--- src/rtl/key_debouncer.sv ---
// Push-button conditioner: 2-flop synchronizer, 4-state debounce FSM, long-press hold counter.
// Latency: KEY_OK / Press_Pulse / Release_Pulse change DEBOUNCE_T+3 edges after a new stable pin level is first sampled.
// Backpressure: none; pulse outputs are single-cycle and must be consumed when they occur.
module key_debouncer #(
  parameter logic [29:0] DEBOUNCE_T     = 30'd1_000_000,
  parameter logic [29:0] LONG_T         = 30'd100_000_000,
  parameter logic        KEY_ACTIVE_LOW = 1'b1
) (
  input  logic CLK,
  input  logic RSTn,
  input  logic KEY_In,
  output logic KEY_OK,
  output logic Press_Pulse,
  output logic Release_Pulse,
  output logic Long_Press
);

  typedef enum logic [1:0] {
    RELEASED     = 2'd0,
    PRESS_WAIT   = 2'd1,
    PRESSED      = 2'd2,
    RELEASE_WAIT = 2'd3
  } state_e;

  // The released pin level equals KEY_ACTIVE_LOW, so the synchronizer resets to it.
  localparam logic PIN_IDLE = KEY_ACTIVE_LOW;

  logic        sync1_q, sync2_q;
  logic        key_s;
  state_e      state_q, state_d;
  logic [29:0] db_cnt_q, db_cnt_d;
  logic [29:0] hold_cnt_q, hold_cnt_d;
  logic        key_ok_q, key_ok_d;
  logic        press_q, press_d;
  logic        release_q, release_d;
  logic        long_q, long_d;

  // Bring the asynchronous pin into the CLK domain.
  always_ff @(posedge CLK or negedge RSTn) begin
    if (!RSTn) begin
      sync1_q <= PIN_IDLE;
      sync2_q <= PIN_IDLE;
    end else begin
      sync1_q <= KEY_In;
      sync2_q <= sync1_q;
    end
  end

  // Normalise polarity: key_s = 1 means the key is pressed.
  assign key_s = sync2_q ^ KEY_ACTIVE_LOW;

  // State, counters and registered outputs.
  always_ff @(posedge CLK or negedge RSTn) begin
    if (!RSTn) begin
      state_q    <= RELEASED;
      db_cnt_q   <= 30'd0;
      hold_cnt_q <= 30'd0;
      key_ok_q   <= 1'b0;
      press_q    <= 1'b0;
      release_q  <= 1'b0;
      long_q     <= 1'b0;
    end else begin
      state_q    <= state_d;
      db_cnt_q   <= db_cnt_d;
      hold_cnt_q <= hold_cnt_d;
      key_ok_q   <= key_ok_d;
      press_q    <= press_d;
      release_q  <= release_d;
      long_q     <= long_d;
    end
  end

  // Next-state logic: debounce transitions, hold counting and one-cycle pulses.
  always_comb begin
    state_d    = state_q;
    db_cnt_d   = db_cnt_q;
    hold_cnt_d = hold_cnt_q;
    key_ok_d   = key_ok_q;
    press_d    = 1'b0;
    release_d  = 1'b0;
    long_d     = 1'b0;

    // Hold time runs while the press is accepted, including a pending release.
    // Parking the counter at LONG_T (one past the firing value) means it never
    // fires twice and never wraps.
    if (state_q == PRESSED || state_q == RELEASE_WAIT) begin
      if (hold_cnt_q == LONG_T - 30'd1) begin
        long_d     = 1'b1;
        hold_cnt_d = LONG_T;
      end else if (hold_cnt_q < LONG_T) begin
        hold_cnt_d = hold_cnt_q + 30'd1;
      end
    end

    case (state_q)
      RELEASED: begin
        if (key_s) begin
          state_d  = PRESS_WAIT;
          db_cnt_d = 30'd0;
        end
      end
      PRESS_WAIT: begin
        // A bounce back wins over a counter that has just expired.
        if (!key_s) begin
          state_d  = RELEASED;
          db_cnt_d = 30'd0;
        end else if (db_cnt_q == DEBOUNCE_T - 30'd1) begin
          state_d    = PRESSED;
          press_d    = 1'b1;
          key_ok_d   = 1'b1;
          hold_cnt_d = 30'd0;
        end else begin
          db_cnt_d = db_cnt_q + 30'd1;
        end
      end
      PRESSED: begin
        if (!key_s) begin
          state_d  = RELEASE_WAIT;
          db_cnt_d = 30'd0;
        end
      end
      RELEASE_WAIT: begin
        // Return to PRESSED silently; hold_cnt keeps its running value.
        if (key_s) begin
          state_d = PRESSED;
        end else if (db_cnt_q == DEBOUNCE_T - 30'd1) begin
          state_d    = RELEASED;
          release_d  = 1'b1;
          key_ok_d   = 1'b0;
          hold_cnt_d = 30'd0;
        end else begin
          db_cnt_d = db_cnt_q + 30'd1;
        end
      end
      default: begin
        state_d  = RELEASED;
        db_cnt_d = 30'd0;
      end
    endcase
  end

  assign KEY_OK        = key_ok_q;
  assign Press_Pulse   = press_q;
  assign Release_Pulse = release_q;
  assign Long_Press    = long_q;

endmodule

--- config.mk ---
export PLATFORM = sky130hd
export DESIGN_NAME = key_debouncer
export DESIGN_NICKNAME = d
export VERILOG_FILES = /design/src/rtl/key_debouncer.sv
export SDC_FILE = /design/constraint.sdc
export NUM_CORES = 1
export LEC_CHECK = 0
export ABC_AREA = 1
export CAP_MARGIN = 20
export CORE_MARGIN = 8
export CORE_UTILIZATION = 50
export CTS_CLUSTER_SIZE = 20
export DETAILED_ROUTE_END_ITERATION = 16
export HOLD_SLACK_MARGIN = 0.1
export MAX_ROUTING_LAYER = met4
export PLACE_DENSITY = 0.66
export SKIP_LAST_GASP = 1
export SYNTH_ARGS = -nofsm -noshare
export SYNTH_HDL_FRONTEND = slang
export SYNTH_SLANG_ARGS = --single-unit
--- constraint.sdc ---
create_clock -name CLK -period 2.2 [get_ports CLK]
set_input_delay 0.66 -clock CLK [delete_from_list [all_inputs] [get_ports CLK]]
set_output_delay 0.66 -clock CLK [all_outputs]
set_load 0.01 [all_outputs]
* Word level (Yosys, flattened, before mapping) *
Index checks and enable logic that the tools add are counted.

operators by class
  reduce and logical (&&, ||, !) cells = 6
  $lt $le $gt $ge = 1
  equality and inequality tests = 13
  mux-type cells = 32
  add/sub/neg operators = 2

operators by type and width
  cell                   number
  $mux 30                11
  $pmux 30 s4            1
  $add 30x1->30 const B  2
  $pmux 30 s2            1
  $eq 30x20->1 const B   1
  $eq 30x27->1 const B   1
  $lt 30x27->1 const B   1
  $mux 2                 6
  $mux 1                 11
  $ne 2x2->1 const B     5
  $pmux 2 s4             1
  $reduce_and 5->1       1
  $eq 2x2->1 const B     2
  $reduce_and 4->1       1
  $ne 3x2->1 const B     1
  $ne 3x3->1 const B     1
  $reduce_and 3->1       1
  $eq 2x1->1 const B     1
  $logic_not 2->1        1
  $ne 2x1->1 const B     1
  $pmux 1 s2             1
  $reduce_bool 2->1      1
  $logic_or 1x1->1       1

word-level totals
  flip-flop bits (word level) = 68
  output and inout bits = 4

* Depth between registers and ports, before layout *
Gate-level depths: netlist of the first run.

  depth after elaboration = 7
  gate-level depth with buffers = 12
  mapped depth without buffers = 12

* Least setup slack after synthesis of the first run *
Ideal clock, no wire load.

  path kind = register -> register
  start point = register db_cnt_q[0]
  end point = register hold_cnt_q[12]
  path buffers = 1
  stages on the path, launching flop included = 10
  required time = 2.079 ns
  path slack = 0.487 ns
  clock period less this slack = 1.713 ns
  setup time = 0.121 ns
  arrival time = 1.592 ns
  cells stage by stage = dfrtp_1 -> ha_1 -> nand3_1 -> nor2_2 -> nand3_1 -> nor2_2 -> o21ai_2 -> buf_2 -> o211ai_1 -> nor2_1

on the way
  longest elaborated chain between the ends = 4
  elaborated cells between the ends (all ways) = 5
  classes of those cells = eq/ne (1); mux (4)

ends and longest elaborated chain
  element                            RTL line  source
  from (decl)                        31        logic [29:0] db_cnt_q, db_cnt_d;
  from (signal assigned)             64        db_cnt_q <= db_cnt_d;
  $eq 30x20->1 *                     107, 126
  $mux 30 *                          107, 126
  $mux 30, on equally long branches  124, 104
  $pmux 30 s2 *                      95        case (state_q)
  via hold_cnt_d[12]                 32        logic [29:0] hold_cnt_q, hold_cnt_d;
  to (signal assigned)               65        hold_cnt_q <= hold_cnt_d;
  to (decl)                          32

The timed path passes the listed nets; every way through them passes the cells marked *.
A chain may end at the register's enable or synchronous reset.

* Final worst setup path of the first run *
  start point = register hold_cnt_q[0]
  end point = register hold_cnt_q[22]

on the way
  longest elaborated chain between the ends = 7
  elaborated cells between the ends (all ways) = 10
  classes of those cells = add/sub (1); order compare (1); eq/ne (1); mux (7)

ends and longest elaborated chain
  element                                               RTL line  source
  $add 30x1->30 / $lt 30x27->1 (equally long branches)  91, 90
  $mux 30                                               90        end else if (hold_cnt_q < LONG_T) begin
  $mux 30 *                                             87        if (hold_cnt_q == LONG_T - 30'd1) begin
  $mux 30 *                                             86        if (state_q == PRESSED || state_q == RELEASE_WAIT) begin
  $mux 30                                               107, 126
  $mux 30, on equally long branches                     124, 104
  $pmux 30 s2 *                                         95
  via hold_cnt_d[22]                                    32

Marked as above.

==> results of run 1 <==
-- worst min path at each step --
stage                     slack [ns]         startpoint  depth (start not counted)                  endpoint
after floorplan                 0.35  sync1_q$_DFF_PN1_                          0         sync2_q$_DFF_PN1_
after global placement          0.35  sync1_q$_DFF_PN1_                          0         sync2_q$_DFF_PN1_
after detailed placement        0.35  sync1_q$_DFF_PN1_                          0         sync2_q$_DFF_PN1_
after CTS                       0.24               RSTn                          1  hold_cnt_q[14]$_DFF_PN0_
after global routing            0.26               RSTn                          1  hold_cnt_q[14]$_DFF_PN0_
final                           0.23               RSTn                          1  hold_cnt_q[14]$_DFF_PN0_
-- cell usage after synthesis, types with 2 or more instances --
cell type	instances	area, sq um
ha_1	2	25.0
dfrtp_1	66	1650
clkbuf_1	5	18.8
o21ai_1	5	25.0
nand3_1	65	325
xor2_1	13	114
nand4_1	18	113
a21oi_1	17	85.1
nor2_2	7	43.8
buf_2	4	20.0
dfstp_2	2	52.6
nand3b_1	5	37.5
inv_1	96	360
o21ai_0	25	125
xnor2_1	3	26.3
a21oi_2	3	26.3
inv_2	3	11.3
nor2_1	150	563
nor2_4	4	45.0
nand2_1	278	1040
o21bai_1	4	30.0
buf_6	6	67.6
nor3_1	9	45.0
buf_4	2	15.0
o211ai_1	8	60.1
o21ai_2	2	17.5
-- critical path, cell delays in order (launching register included) --
cell     delay, ns
dfrtp_1       0.44
ha_1          0.26
inv_1         0.08
nor2_2        0.25
nand2_1       0.24
inv_1         0.14
nand2_1       0.07
nand2_1       0.06
nand2_1       0.05
nand2_1       0.07
nand3_1       0.10
nand2_1       0.10
inv_1         0.04
-- cell families (layout without fill, tap and decap cells) --
| family | after synthesis | count (layout) | synth area share |
|---|---|---|---|
| simple gates | 540 | 540 | 0.446 |
| buf+inv | 118 | 143 | 0.0999 |
| compound gates | 68 | 68 | 0.0793 |
| flops | 68 | 68 | 0.338 |
| xor+xnor | 17 | 17 | 0.0311 |
| fa+ha+maj | 2 | 2 | 0.00497 |
-- cell type report --
type | count | area, sq um | area share
Clock inverter | 2 | 35.0 | 0.00634
Tap cell | 133 | 166 | 0.0301
Clock buffer | 14 | 153 | 0.0276
Multi-Input combinational cell | 627 | 2850 | 0.515
Sequential cell | 68 | 1710 | 0.309
Timing Repair Buffer | 27 | 240 | 0.0435
Inverter | 100 | 378 | 0.0684
-- per-stage QoR --
| step | hold slack [ns] | cell area, sq um | power, mW | setup slack (ns) |
|---|---|---|---|---|
| floorplan | 0.345 | 5030 | 3.78 | 0.487 |
| global placement | 0.353 | 5270 | 4.43 | 0.134 |
| detailed placement | 0.354 | 5270 | 4.46 | 0.0351 |
| CTS | 0.240 | 5460 | 5.56 | 0.0357 |
| global route | 0.264 | 5520 | 6.07 | 0.00424 |
| finish | 0.233 | 5520 | 5.59 | 0.187 |
-- per-layer routing --
metal | part of all wire | global-route usage | routed length, um
met5 | 0 | - | 0
met4 | 0.010 | 0.0562 | 155
met3 | 0.077 | 0.0636 | 1150
met2 | 0.41 | 0.336 | 6070
met1 | 0.50 | 0.348 | 7470
-- registers in the layout, summed over array words and instances, names as in the netlist, named ones only --
signal	flops
KEY_OK	1
Long_Press	1
Press_Pulse	1
Release_Pulse	1
db_cnt_q	30
hold_cnt_q	30
state_q	1
sync1_q	1
sync2_q	1
-- layout by cell type, fill, tap and decap left out, drive strengths merged, types with 9 or more instances in the layout --
cell type | netlist | final
nand2 | 279 | 279
nor2 | 161 | 161
inv | 100 | 100
dfrtp | 66 | 66
nand3 | 65 | 65
o21ai | 32 | 32
buf | 13 | 22
a21oi | 20 | 20
nand4 | 19 | 19
xor2 | 14 | 14
clkbuf | 5 | 14
nor3 | 9 | 9
-- where the power goes --
group          switching, mW  total (mW)  internal, mW  leakage (nW)
registers              0.423        1.93          1.51         0.809
logic                   1.80        2.59         0.792          1.84
clock network          0.511        1.07         0.556        0.0947
-- what timing repair did --
| item | CTS | global route |
|---|---|---|
| hold buffers | 0 | 0 |
| gates resized for setup | 0 | 4 |
| buffers inserted | 0 | 6 |
| endpoints found under the setup margin | 0 | 36 |
==> flow_metrics.py, run 1 <==
metrics = {
    "sta": {
        "drv_slew": 0,
        "setup_viol": 0,
        "fmax_mhz": 497,
        "post-route-min-period_ns": 2.01,
        "relSlewSlack": 0.642,
        "fin_tns_setup_ns": 0,
        "period_share": 0.915,
        "hold_violations": 0,
        "worst_pin_slew_ns": 0.535,
        "fin_skew_ns": 0.0155,
        "rsz0062_at_grt": "no",
    },
    "pwr": {
        "ir_drop_mv": 0.732,
        "p_leak_nw": 2.74,
        "power_density_mw_per_mm2": 1010,
    },
    "clocking": {
        "clockRootBuffer": "clkbuf_8",
        "clkTransAtPathRegs_ns": 0.08,
        "worstSkewPairLatency_ns": 0.38,
        "cts_tree": "done",
        "numCtsBuffers": 9,
        "cts.htree.levels": 3,
        "cts_sinks": 68,
        "clockBufferDepth": 2,
    },
    "logic_synthesis": {
        "yosysWarnings": 0,
        "synth_ff_type": "dfrtp_1",
        "ys_seq_area_frac": 0.338,
        "synth_cells": 813,
        "postSynth.asyncResetShare": 1.00,
        "synth_area_sq_mm": 0.00503,
        "synth_edf_count": 0,
        "synth.avg_cell_area_sq_um": 6.19,
        "synth.distinct_cells": 37,
        "ys_ff_latch": 68,
        "syn-num-nets": 818,
    },
    "setup_path": {
        "crit_type": "flip-flop to flip-flop",
        "required_ns": 2.46,
        "reg2regPathDepth": 12,
        "crit_end": "hold_cnt_q[22]$_DFF_PN0_",
        "cp-startpoint": "hold_cnt_q[0]$_DFF_PN0_",
        "critPathLaunchType": "flip-flop",
        "path_max_fanout": 6,
        "crit_path_end_kind": "flip-flop",
        "critical_path.reg2reg.endpoint": "hold_cnt_q[22]$_DFF_PN0_",
        "r2r_start": "hold_cnt_q[0]$_DFF_PN0_",
        "reg2reg_slack_ns": 0.19,
        "worstPathArrival_ns": 2.28,
    },
    "finish": {
        "drive_gt1_frac": 0.0740,
        "fillers": 1020,
        "n_antenna_cell": 0,
        "utilization": 0.565,
        "syn_to_final_growth_pct": 9.69,
        "fin_nets": 838,
        "layout.cells.non_filler": 971,
    },
    "die": {
        "fp.dieArea_sq_mm": 0.0135,
        "num_rows": 36,
        "core_sq_mm": 0.00977,
        "start_util": 0.515,
        "die_h_um": 116,
        "die_w_um": 116,
        "io_pins": 7,
    },
    "global_route": {
        "grt_overflow": 0,
        "grt_max_degree": 49,
        "grt_pass1_wl_um": 24600,
        "track_usage": 0.244,
        "first_global_vias": 4736,
        "antenna_found_initial": 0,
    },
    "detailed_routing": {
        "wirelength_um": 14800,
        "postRouteAntennaNets": 0,
        "first_pass_iters": 5,
        "viasPerCell": 5.33,
        "vias": 5180,
        "drc_errors": 0,
        "drt_iter0_drc": 708,
        "wl_per_cell_um": 15.3,
    },
    "placement": {
        "dp.cells": 949,
        "globalplace.congestion": 0.952,
        "dp_hpwl_um": 10900,
        "port_buffers": 6,
    },
    "run_status": {
        "outcome": "finished clean",
    },
    "min_path": {
        "hold_class": "primary input to asynchronous set/reset pin",
    },
    "run": {
        "cap_violations": 0,
    },
}
No activity file was read; power rests on OpenSTA's default activity.
==> run 2, diff against run 1 <==
Settings changed: ABC_AREA 1 to 0.
==> run 2 against run 1 <==
Net effect: synthesized cell count is 50% lower; combinational power fell by 96%; sequential cell count did not move; non-clock buffer count rose by 10; critical path type unchanged; critical endpoint is now hold_cnt_q[23]$_DFF_PN0_.
==> flow_metrics.py, run 2 <==
metrics = {
    "run_status": {
        "outcome": "finished clean",
    },
    "run": {
        "cap_violations": 0,
    },
    "die": {
        "die_w_um": 103,
        "num_rows": 31,
        "io_pins": 7,
        "die_h_um": 103,
        "fp.dieArea_sq_mm": 0.0105,
        "start_util": 0.518,
        "core_sq_mm": 0.00725,
    },
    "sta": {
        "setup_ws_ns": 0.142,
        "relSlewSlack": 0.684,
        "fmax_mhz": 486,
        "timing.hold.ws_ns": 0.222,
        "drv_slew": 0,
        "hold_violations": 0,
        "period_share": 0.935,
        "setup_viol": 0,
        "fin_skew_ns": 0.00749,
        "worst_pin_slew_ns": 0.471,
        "post-route-min-period_ns": 2.06,
    },
    "logic_synthesis": {
        "synth_area_sq_mm": 0.00376,
        "synth.distinct_cells": 56,
        "synthTopCellsByCount": "dfrtp_1, nor2_1, xor2_1",
        "yosysWarnings": 0,
        "netlist.top_cell.by_area": "dfrtp_1",
        "ys_seq_area_frac": 0.454,
        "ys_ff_latch": 68,
        "synth_ff_type": "dfrtp_1",
        "synth.avg_cell_area_sq_um": 9.28,
        "synth_most_common_cell": "dfrtp_1",
        "synth_top_area_frac": 0.440,
        "synth_cells": 405,
        "synth_edf_count": 0,
        "synth_area_leaders": "dfrtp_1, nor2_1, xor2_1",
        "postSynth.asyncResetShare": 1.00,
        "syn-num-nets": 410,
    },
    "setup_path": {
        "worstPathArrival_ns": 2.32,
        "critical_path.reg2reg.endpoint": "hold_cnt_q[23]$_DFF_PN0_",
        "reg2regPathDepth": 6,
        "required_ns": 2.47,
        "r2r_start": "hold_cnt_q[12]$_DFF_PN0_",
        "cp-startpoint": "hold_cnt_q[12]$_DFF_PN0_",
        "crit_path_end_kind": "flip-flop",
        "crit_type": "flip-flop to flip-flop",
        "reg2reg_slack_ns": 0.14,
        "crit_end": "hold_cnt_q[23]$_DFF_PN0_",
        "path_max_fanout": 4,
        "critPathLaunchType": "flip-flop",
    },
    "detailed_routing": {
        "viasPerCell": 5.61,
        "drc_errors": 0,
        "wirelength_um": 8160,
        "drt_iter0_drc": 150,
        "first_pass_iters": 4,
        "wl_per_cell_um": 15.2,
        "vias": 3014,
        "postRouteAntennaNets": 0,
    },
    "clocking": {
        "numCtsBuffers": 9,
        "clockBufferDepth": 2,
        "clkTransAtPathRegs_ns": 0.07,
        "clockRootBuffer": "clkbuf_8",
        "worstSkewPairLatency_ns": 0.35,
        "cts_sinks": 68,
        "cts_tree": "done",
        "cts_hold_buf": 0,
        "cts.htree.levels": 3,
    },
    "finish": {
        "final_area_sq_mm": 0.00441,
        "syn_to_final_growth_pct": 17.3,
        "final_cell_mix": "dfrtp_1, nor2_1, buf_4, xor2_1, nand2_1",
        "layout_commonest_cell": "dfrtp_1",
        "drive_gt1_frac": 0.164,
        "top_regs": "db_cnt_q: 30 flops, hold_cnt_q: 30 flops",
        "fin_nets": 438,
        "n_antenna_cell": 0,
    },
    "global_route": {
        "antenna_found_initial": 0,
        "grt_max_degree": 31,
        "grt_overflow": 0,
        "grt_pass1_wl_um": 13900,
        "first_global_vias": 2912,
        "track_usage": 0.174,
    },
    "placement": {
        "dp_hpwl_um": 5700,
        "dp_slack_ns": 0.0957,
        "place_area_sq_mm": 0.00414,
        "port_buffers": 6,
        "globalplace.congestion": 0.829,
    },
    "pwr": {
        "power_density_mw_per_mm2": 600,
        "power.total_mw": 2.64,
        "p_leak_nw": 1.90,
        "ir_drop_mv": 0.361,
    },
    "min_path": {
        "hold_class": "primary input to asynchronous set/reset pin",
    },
}
run 2: changes by cell type in the layout (fill, tap and decap cells not counted), moves of 9 or more:
cell     delta
and2_1      +9
and3_1     +10
inv_1      -88
nand2_1   -254
nand3_1    -44
nor2_1     -89
nor4_1     +11
o21ai_0     -9
xnor2_1    +14
xor2_1     +11
run 2: per-stage QoR:
| stage | cells | TNS, ns | utilization |
|---|---|---|---|
| floorplan | 405 | 0 | - |
| global placement | 521 | 0 | 0.571 |
| detailed placement | 521 | 0 | 0.571 |
| CTS | 537 | 0 | 0.605 |
| global route | 537 | -0.0658 | 0.608 |
| finish | 537 | 0 | 0.608 |
run 2: worst max-delay path, cell delays in order, from the launching register on:
cell	delay, ns
dfrtp_1	0.42
or4_4	0.56
nor4_1	0.31
nand4_1	0.27
nand3_1	0.17
nor3_1	0.05
nor3b_1	0.20
run 2: per-layer routing:
layer / vias to the layer above / track usage / wire [um]
li1: 1494 / - / -
met2: 46 / 0.253 / 3680
met3: 8 / 0.0385 / 266
met5: - / - / 0
met4: 0 / 0.0677 / 99
met1: 1466 / 0.232 / 4120
run 2: worst min path at each step:
stage                                    end  slack [ns]  cells after the start
floorplan                  sync2_q$_DFF_PN1_        0.35                      0
global placement           sync2_q$_DFF_PN1_        0.35                      0
detailed placement         sync2_q$_DFF_PN1_        0.35                      0
CTS                 db_cnt_q[24]$_DFFE_PN0P_        0.22                      1
global route        db_cnt_q[14]$_DFFE_PN0P_        0.23                      1
finish              db_cnt_q[24]$_DFFE_PN0P_        0.22                      1
run 2: area by class of cell:
| type | instances | area (sq um) |
|---|---|---|
| fillers | 628 | 2850 |
| multi-input cells | 309 | 1950 |
| flip-flops and latches | 68 | 1700 |
| repair buffers | 37 | 350 |
| clock buffers | 10 | 138 |
| well taps | 99 | 124 |
| clock inverters | 6 | 111 |
| inverters | 8 | 30.0 |
run 2: cell families (layout without fill, tap and decap cells):
kind of cell,Yosys count,after routing,share of synthesized area
AO/OA/AOI/OAI,60,60,0.118
XOR/XNOR,41,41,0.0956
adder cells (fa/ha/maj),2,2,0.00666
buffers and inverters,28,61,0.0330
flip-flops,68,68,0.454
multiplexers,2,2,0.00533
AND/OR/NAND/NOR,204,204,0.288
run 2: what timing repair did:
item,CTS,global route
setup buffers,0,0
endpoints found under the setup margin,0,14
resized for setup,0,4
run 2: report_power, final:
group	internal, mW	switching, mW	leakage, nW
combinational	0.0345	0.0650	0.836
clock	0.783	0.487	0.122
sequential	1.26	0.0125	0.939
==> run 3, diff against run 2 <==
Settings changed: CORE_ASPECT_RATIO set to 1.2, CORE_UTILIZATION 50 to 44, PLACE_DENSITY 0.66 to not set, TNS_END_PERCENT set to 20.
==> run 3 against run 2 <==
Net effect: register-to-register slack hardly changed; non-clock buffer count fell by 4; core utilization down 9.1 points; via count increased by 2.0%; count of clock-buffer cells in the layout stayed put; critical path depth did not move; critical path type unchanged.
==> flow_metrics.py, run 3 (synthesis gave the netlist of run 2 again) <==
metrics = {
    "run_status": {
        "outcome": "finished clean",
    },
    "finish": {
        "multi_input_area_sq_mm": 0.00195,
        "fin_nets": 434,
        "final_area_sq_mm": 0.00435,
        "n_antenna_cell": 0,
        "drive_gt1_frac": 0.152,
        "top_regs": "db_cnt_q: 30 flops, hold_cnt_q: 30 flops",
        "layout_commonest_cell": "dfrtp_1",
        "seq_area_sq_mm": 0.00170,
        "final_cell_mix": "dfrtp_1, nor2_1, xor2_1, buf_4, nand2_1",
        "fillers": 798,
        "syn_to_final_growth_pct": 15.9,
    },
    "placement": {
        "place_area_sq_mm": 0.00411,
        "port_buffers": 6,
        "dp_hpwl_um": 5670,
        "globalplace.congestion": 0.863,
    },
    "clocking": {
        "numCtsBuffers": 9,
        "worstSkewPairLatency_ns": 0.35,
        "cts_hold_buf": 0,
        "cts_sinks": 68,
        "clockBufferDepth": 2,
        "cts_tree": "done",
        "clkTransAtPathRegs_ns": 0.09,
        "cts.htree.levels": 3,
        "post_cts_buffers": 0,
        "clockRootBuffer": "clkbuf_8",
        "post_cts_resized": 0,
    },
    "run": {
        "cap_violations": 0,
    },
    "die": {
        "die_w_um": 100,
        "fp.dieArea_sq_mm": 0.0118,
        "core_sq_mm": 0.00843,
        "io_pins": 7,
        "start_util": 0.446,
        "die_h_um": 117,
        "num_rows": 37,
    },
    "sta": {
        "relSlewSlack": 0.704,
        "setup_viol": 0,
        "hold_violations": 0,
        "worst_pin_slew_ns": 0.440,
        "period_share": 0.937,
        "drv_slew": 0,
        "post-route-min-period_ns": 2.06,
        "fmax_mhz": 485,
        "fin_tns_setup_ns": 0,
        "fin_skew_ns": 0.0124,
        "rsz0062_at_grt": "no",
    },
    "global_route": {
        "track_usage": 0.163,
        "first_global_vias": 3141,
        "antenna_found_initial": 0,
        "grt_pass1_wl_um": 14800,
        "grt_max_degree": 69,
        "grt_overflow": 0,
    },
    "detailed_routing": {
        "viasPerCell": 5.58,
        "drc_errors": 0,
        "vias": 3075,
        "wl_per_cell_um": 14.9,
        "wirelength_um": 8240,
        "drt_iter0_drc": 104,
        "first_pass_iters": 5,
        "postRouteAntennaNets": 0,
    },
    "setup_path": {
        "critPathMaxStageDelay_ns": 0.54,
        "reg2reg_slack_ns": 0.14,
        "crit_path_end_kind": "flip-flop",
        "worstPathArrival_ns": 2.34,
        "cpMaxStageDelayCell": "or4_4",
        "critPathLaunchType": "flip-flop",
        "required_ns": 2.48,
        "path_max_fanout": 8,
        "critical_path.reg2reg.endpoint": "hold_cnt_q[11]$_DFF_PN0_",
        "worstPathCellList": "or4_4, nand2b_4, a21oi_4, o21bai_1, or3_1, a21oi_1",
        "crit_type": "flip-flop to flip-flop",
        "r2r_start": "hold_cnt_q[9]$_DFF_PN0_",
        "reg2regPathDepth": 6,
    },
    "pwr": {
        "power.total_mw": 2.58,
        "p_leak_nw": 1.86,
        "combPwrFrac": 0.035,
        "ir_drop_mv": 0.385,
        "power_switching_share": 0.235,
        "sequentialPowerShare": 0.494,
        "internal-power_mw": 1.97,
        "clkPwrFrac": 0.471,
        "switchingPower_uw": 606,
        "power_density_mw_per_mm2": 592,
    },
    "min_path": {
        "hold_class": "primary input to asynchronous set/reset pin",
    },
}
## run 3: per-stage QoR
step / setup slack [ns] / utilization / instances / hold WS [ns]
after floorplan: 0.238 / - / 405 / 0.345
after global routing: 0.0234 / 0.517 / 551 / 0.303
final: 0.138 / 0.517 / 551 / 0.303
after CTS: 0.0453 / 0.515 / 551 / 0.320
after detailed placement: 0.0648 / 0.488 / 535 / 0.349
after global placement: 0.0579 / 0.488 / 535 / 0.346
## run 3: power by group through the flow
| stage | clock [mW] | sequential [mW] | combinational [mW] |
|---|---|---|---|
| 5_1_grt | 1.31 | 1.27 | 0.107 |
| 3_5_place_dp | 0 | 1.30 | 0.0949 |
| 2_1_floorplan | 0 | 1.29 | 0.0460 |
| 6_report | 1.21 | 1.27 | 0.0914 |
| 3_3_place_gp | 0 | 1.30 | 0.0942 |
| 4_1_cts | 1.24 | 1.27 | 0.0948 |
## run 3: area by class of cell
| type | count | share of cell area |
|---|---|---|
| timing repair buffer | 33 | 0.0678 |
| sequential | 68 | 0.391 |
| clock inverter | 6 | 0.0218 |
| clock buffer | 10 | 0.0316 |
| tap | 117 | 0.0336 |
| inverter | 8 | 0.00690 |
| multi-input combinational | 309 | 0.447 |
## run 3: worst max-delay path by stage
stage | from | endpoint | slack [ns] | cells past startpoint
final | hold_cnt_q[9]$_DFF_PN0_ | hold_cnt_q[11]$_DFF_PN0_ | 0.14 | 6
after global placement | db_cnt_q[23]$_DFFE_PN0P_ | hold_cnt_q[27]$_DFF_PN0_ | 0.06 | 7
after CTS | db_cnt_q[23]$_DFFE_PN0P_ | hold_cnt_q[27]$_DFF_PN0_ | 0.05 | 7
after detailed placement | db_cnt_q[23]$_DFFE_PN0P_ | hold_cnt_q[28]$_DFF_PN0_ | 0.06 | 7
after global routing | hold_cnt_q[26]$_DFF_PN0_ | hold_cnt_q[11]$_DFF_PN0_ | 0.02 | 6
after floorplan | sync2_q$_DFF_PN1_ | db_cnt_q[3]$_DFFE_PN0P_ | 0.24 | 8
## run 3: worst max-delay path, delay by kind of cell, from the launching register on
family / cells / cell delay [ns]
compound gates: 3 / 0.52
flops: 1 / 0.43
simple gates: 3 / 1.03
## run 3: layer usage
layer,vias to the layer above,share of wire,track usage
met3,15,0.019,0.0325
met1,1539,0.45,0.181
met2,28,0.51,0.274
li1,1493,-,-
met5,-,0,-
met4,0,0.020,0.0798
